### src/rtl/bcd_clock_display_scan.sv
// Four-digit multiplexed 7-segment driver for packed-BCD hh:mm with per-frame snapshot.
// Optional COLON_BLINK_EN macro makes the colon blink every BLINK_FRAMES frames.
module bcd_clock_display_scan #(
  parameter int SCAN_DIV       = 1000,
  parameter int SEG_ACTIVE_LOW = 1,
  parameter int BLINK_FRAMES   = 125
) (
  input  logic       clk,
  input  logic       clr,
  input  logic [5:0] hour_bcd,
  input  logic [6:0] min_bcd,
  input  logic       blank,
  output logic [6:0] seg,
  output logic       dp,
  output logic [3:0] dig,
  output logic       frame_start
);
  localparam int            PW      = $clog2(SCAN_DIV);
  localparam logic [PW-1:0] LAST    = PW'(SCAN_DIV - 1);
  localparam logic          POL     = (SEG_ACTIVE_LOW != 0);
  localparam logic [6:0]    SEG_OFF = {7{POL}};
  localparam logic [6:0]    DASH    = 7'h01;

  logic [PW-1:0] presc;
  logic [1:0]    idx, disp_idx;
  logic          shown, retry, colon_phase;
  logic [5:0]    h_s1, h_s2, snap_h;
  logic [6:0]    m_s1, m_s2, snap_m;
  logic          tick, wrap, stable, hour_bad, min_bad;
  logic [6:0]    raw_seg;
  logic          raw_dp;

  function automatic logic [6:0] dec7(input logic [3:0] d);
    case (d)
      4'd0: dec7 = 7'h7E;
      4'd1: dec7 = 7'h30;
      4'd2: dec7 = 7'h6D;
      4'd3: dec7 = 7'h79;
      4'd4: dec7 = 7'h33;
      4'd5: dec7 = 7'h5B;
      4'd6: dec7 = 7'h5F;
      4'd7: dec7 = 7'h70;
      4'd8: dec7 = 7'h7F;
      4'd9: dec7 = 7'h7B;
      default: dec7 = 7'h00;
    endcase
  endfunction

  assign tick     = (presc == LAST);
  assign wrap     = tick && (idx == 2'd3);
  assign stable   = (h_s1 == h_s2) && (m_s1 == m_s2);
  assign hour_bad = (snap_h[3:0] > 4'd9) || (snap_h[5:4] > 2'd2) || (snap_h > 6'h23);
  assign min_bad  = (snap_m[3:0] > 4'd9) || (snap_m[6:4] > 3'd5);

  // Pattern for the slot that is ending; it is shown during the next slot period.
  always_comb begin
    raw_seg = 7'h00;
    raw_dp  = 1'b0;
    case (idx)
      2'd0: raw_seg = hour_bad ? DASH :
                      (snap_h[5:4] == 2'd0) ? 7'h00 : dec7({2'b00, snap_h[5:4]});
      2'd1: begin
        raw_seg = hour_bad ? DASH : dec7(snap_h[3:0]);
        raw_dp  = colon_phase;
      end
      2'd2: raw_seg = min_bad ? DASH : dec7({1'b0, snap_m[6:4]});
      default: raw_seg = min_bad ? DASH : dec7(snap_m[3:0]);
    endcase
  end

  always_ff @(posedge clk or posedge clr) begin
    if (clr) begin
      presc       <= '0;
      idx         <= 2'd0;
      disp_idx    <= 2'd0;
      shown       <= 1'b0;
      retry       <= 1'b0;
      h_s1        <= 6'h00;
      h_s2        <= 6'h00;
      m_s1        <= 7'h00;
      m_s2        <= 7'h00;
      snap_h      <= 6'h00;
      snap_m      <= 7'h00;
      seg         <= SEG_OFF;
      dp          <= POL;
      dig         <= 4'b0000;
      frame_start <= 1'b0;
    end else begin
      h_s1        <= hour_bcd;
      h_s2        <= h_s1;
      m_s1        <= min_bcd;
      m_s2        <= m_s1;
      presc       <= tick ? '0 : presc + 1'b1;
      frame_start <= wrap;
      // One-hot only from the third clock of a slot: two dark clocks suppress ghosting.
      dig <= (shown && !tick && (presc != '0) && !blank) ? (4'b1000 >> disp_idx) : 4'b0000;
      if (tick) begin
        idx      <= idx + 2'd1;
        disp_idx <= idx;
        shown    <= 1'b1;
        seg      <= raw_seg ^ {7{POL}};
        dp       <= raw_dp ^ POL;
      end
      if (tick && (wrap || retry)) begin
        if (stable) begin
          snap_h <= h_s2;
          snap_m <= m_s2;
          retry  <= 1'b0;
        end else begin
          retry  <= 1'b1;
        end
      end
    end
  end

`ifdef COLON_BLINK_EN
  localparam int            FW    = (BLINK_FRAMES > 1) ? $clog2(BLINK_FRAMES) : 1;
  localparam logic [FW-1:0] FLAST = FW'(BLINK_FRAMES - 1);
  logic [FW-1:0] frame_cnt;

  always_ff @(posedge clk or posedge clr) begin
    if (clr) begin
      frame_cnt   <= '0;
      colon_phase <= 1'b1;
    end else if (wrap) begin
      if (frame_cnt == FLAST) begin
        frame_cnt   <= '0;
        colon_phase <= ~colon_phase;
      end else begin
        frame_cnt   <= frame_cnt + 1'b1;
      end
    end
  end
`else
  logic unused_blink_frames;
  assign unused_blink_frames = ^BLINK_FRAMES;
  assign colon_phase = 1'b1;
`endif
endmodule

### config.mk
export PLATFORM = sky130hd
export DESIGN_NAME = bcd_clock_display_scan
export DESIGN_NICKNAME = d
export VERILOG_FILES = /design/src/rtl/bcd_clock_display_scan.sv
export SDC_FILE = /design/constraint.sdc
export NUM_CORES = 1
export LEC_CHECK = 0
export CORE_ASPECT_RATIO = 1.4
export CORE_MARGIN = 2
export CORE_UTILIZATION = 40
export DETAILED_ROUTE_END_ITERATION = 10
export GPL_ROUTABILITY_DRIVEN = 0
export GPL_TIMING_DRIVEN = 0
export PLACE_DENSITY = 0.61
export SYNTH_ARGS = -nofsm -noshare
export SYNTH_HDL_FRONTEND = slang
export SYNTH_SLANG_ARGS = --single-unit
### constraint.sdc
create_clock -name clk -period 3.9 [get_ports clk]
set_input_delay 0.585 -clock clk [delete_from_list [all_inputs] [get_ports clk]]
set_output_delay 0.585 -clock clk [all_outputs]
set_load 0.01 [all_outputs]
==> flow_metrics.py <==
metrics = {
    "synth": {
        "synth_flop_cell": "dfrtp_1",
        "synth_cells": 310,
        "synth_nets": 354,
        "yosysSeqAreaShare_pct": 50.24,
        "synth-async-reset-ratio_pct": 100.0,
        "synth_area_mm2": 0.003407,
        "ys_types": 51,
        "synth_edf_count": 0,
        "avgSynthCellArea_um2": 10.99,
        "yosys_warnings": 0,
        "synth_seq_cells": 68,
    },
    "floorplanning": {
        "die_area_mm2": 0.009282,
        "start_util_pct": 41.56,
        "ios": 29,
        "rows": 39,
        "die_w_um": 82,
        "core-area_mm2": 0.008198,
        "dieHeight_um": 113.2,
    },
    "worst_setup_path": {
        "start_kind": "flop",
        "max_stage_delay_ns": 0.50,
        "criticalPathCategory": "flop to flop",
        "slowest_stage": "nor4_2",
        "cp_top_family": "simple AND/OR/NAND/NOR gates",
        "cp_max_fo": 10,
        "crit_path_cell_trace": "ha_1, nand4_2, nor4_2, a21oi_1, nor4_4, buf_6, mux2_2",
        "crit_buf_inv": 1,
        "r2r_slack_ns": 1.30,
        "required_ns": 4.11,
        "cp-end-kind": "flop",
        "worstPathArrival_ns": 2.81,
    },
    "drt": {
        "wl_per_cell_um": 13.61,
        "ant_nets": 0,
        "via_per_inst": 5.028,
        "drt_iter0_markers": 84,
        "drtPass1Iterations": 4,
        "totalWireLength_mm": 6.218,
        "via_count": 2298,
        "drc_errors": 0,
    },
    "global_route": {
        "grt_max_degree": 36,
        "gr-total-overflow": 0,
        "globalRouteTotalUtil_pct": 15.36,
        "grt_pass1_vias": 2324,
        "antenna_found_initial": 0,
        "grt_pass1_wl_mm": 10.63,
    },
    "hold_path": {
        "holdCritPathClass": "flop to flop",
    },
    "power": {
        "vdd_drop_max_v": 0.0003034,
        "power_density_mw_per_mm2": 381.4,
        "power_leakage_uw": 0.001840,
    },
    "clocking": {
        "cts_hold_buf": 0,
        "post_cts.repair.setup_buffers": 0,
        "cts_tree": "yes",
        "h-tree-depth": 3,
        "clockBufferDepth": 2,
        "cts_resized": 0,
        "clkTransAtPathRegs_ns": 0.06,
        "numCtsBuffers": 9,
        "cts.sinks": 68,
        "clkLatencyLatePin_ns": 0.33,
        "clockRootBuffer": "clkbuf_16",
    },
    "run_status": {
        "run_status": "finished clean",
    },
    "timing": {
        "rsz0062_at_grt": "false",
        "fmax_mhz": 385.2,
        "fin_setup_tns_ns": 0,
        "period_minus_slack_ns": 2.596,
        "holdWs_ns": 0.3829,
        "worstMarginPinSlew_ns": 0.7203,
        "finalMaxSlewViolations": 0,
        "setup_viol": 0,
        "fin_crit_sh_pct": 66.57,
        "hold_viol_final": 0,
        "finalClockSkew_ns": 0.007297,
        "slew_headroom_pct": 51.91,
    },
    "finish": {
        "area_growth_pct": 21.48,
        "layout.nets": 394,
        "drive_gt1_share_pct": 13.24,
        "diodes": 0,
    },
    "flow_run": {
        "drv_cap": 0,
    },
    "placed_design": {
        "hpwlAfterDp_mm": 4.650,
        "port_buffers": 28,
    },
}
==> layout by cell type (no fill, tap or decap), drive strengths merged, types with 3 or more instances in the layout <==
cell type	netlist	routed
a21o	3	3
a21oi	15	15
and2	3	3
and3	5	5
clkbuf	11	22
clkdlybuf4s50	0	28
clkinvlp	0	3
dfrtp	60	60
dfstp	8	8
ha	28	28
inv	20	20
mux2	13	13
nand2	19	19
nand2b	9	9
nand3	5	5
nor2	18	18
nor3	5	5
nor4	4	4
o21ai	16	16
o21bai	5	5
o22ai	5	5
xnor2	10	10
xor2	12	12
==> routing by layer <==
layer  wire length, µm  track usage (%)  vias to the layer above
met2              3033            23.36                       37
met5                 0                0                        -
met4               230            10.78                        0
met1              2810            18.71                     1091
li1                  -                -                     1154
met3               143            3.828                       16
==> cells by family after synthesis <==
logic type	Yosys count	share of synthesized area, %
buf+inv	32	3.746
mux	14	4.591
xor+xnor	22	5.655
fa+ha+maj	28	10.28
flops	68	50.24
compound gates	62	11.61
simple gates	84	13.88
==> sequential cells by signal (all words and copies together), names as in the netlist <==
| signal | count |
|---|---|
| dig | 4 |
| disp_idx | 2 |
| dp | 1 |
| frame_start | 1 |
| h_s1 | 6 |
| h_s2 | 6 |
| idx | 2 |
| m_s1 | 7 |
| m_s2 | 7 |
| presc | 10 |
| retry | 1 |
| seg | 7 |
| shown | 1 |
| snap_h | 6 |
| snap_m | 7 |
==> cell type report <==
| cell class | instances | area (µm²) |
|---|---|---|
| repair buffers | 29 | 300.3 |
| fillers | 763 | 4059 |
| flip-flops and latches | 68 | 1712 |
| clock buffers | 11 | 242.7 |
| multi-input cells | 210 | 1568 |
| well taps | 102 | 127.6 |
| inverters | 20 | 75.07 |
| plain buffers | 12 | 52.55 |
| clock inverters | 5 | 61.31 |
==> synthesized netlist by cell type (2+ instances only) <==
library cell / count / area (µm²)
dfrtp_1: 60 / 1501
ha_1: 28 / 350.3
inv_1: 20 / 75.07
nand2_1: 19 / 71.32
nor2_1: 18 / 67.56
o21ai_0: 16 / 80.08
a21oi_1: 15 / 75.07
mux2_2: 13 / 146.4
xor2_1: 12 / 105.1
clkbuf_1: 11 / 41.29
xnor2_1: 10 / 87.58
nand2b_1: 9 / 56.30
dfstp_2: 8 / 210.2
and3_1: 5 / 31.28
nand3_1: 5 / 25.02
nor3_1: 5 / 25.02
o21bai_1: 5 / 37.54
o22ai_1: 5 / 31.28
a21o_1: 3 / 22.52
and2_1: 3 / 18.77
a211oi_1: 2 / 15.01
a22o_1: 2 / 17.52
a31oi_1: 2 / 12.51
nand4b_1: 2 / 17.52
nor2b_1: 2 / 12.51
nor3b_1: 2 / 15.01
nor4_1: 2 / 12.51
o221ai_1: 2 / 17.52
or2_2: 2 / 12.51
==> per-stage QoR <==
stage | util (%) | instance area (µm²) | total power, µW | worst slack [ns] | cells
after floorplan | - | 3407 | 760.2 | 1.617 | 310
after global placement | 46.54 | 3815 | 782.0 | 0.5354 | 440
after detailed placement | 46.78 | 3835 | 786.1 | 1.242 | 441
after CTS | 50.49 | 4139 | 1606 | 1.242 | 457
after global routing | 50.49 | 4139 | 1645 | 1.128 | 457
final | 50.49 | 4139 | 1579 | 1.304 | 457
==> report_power, final <==
group	switching, µW	total [µW]	leakage (µW)	internal [µW]
combinational	19.6	42.0	0.000855	22.4
sequential	9.35	730	0.000846	720
clock	294	807	0.000138	513
==> worst register-to-register path, delay by kind of cell (launching register included) <==
family | cells | cell delay, ns
buffers and inverters | 1 | 0.21
AND/OR/NAND/NOR | 3 | 1.06
multiplexers | 1 | 0.34
flip-flops | 1 | 0.41
AO/OA/AOI/OAI | 1 | 0.22
adder cells (fa/ha/maj) | 1 | 0.24
==> final timing paths <==
check	from	to	cells past startpoint
worst max-delay path	presc[0]	snap_h[2]	7
worst min-delay path	h_s1[1]	h_s2[1]	0
worst max register to register	presc[0]	snap_h[2]	7
worst min register to register	h_s1[1]	h_s2[1]	0
max in group asynchronous	clr	seg[1]	3
min in group asynchronous	clr	m_s1[1]	2
(Power assumes the default switching activity.)
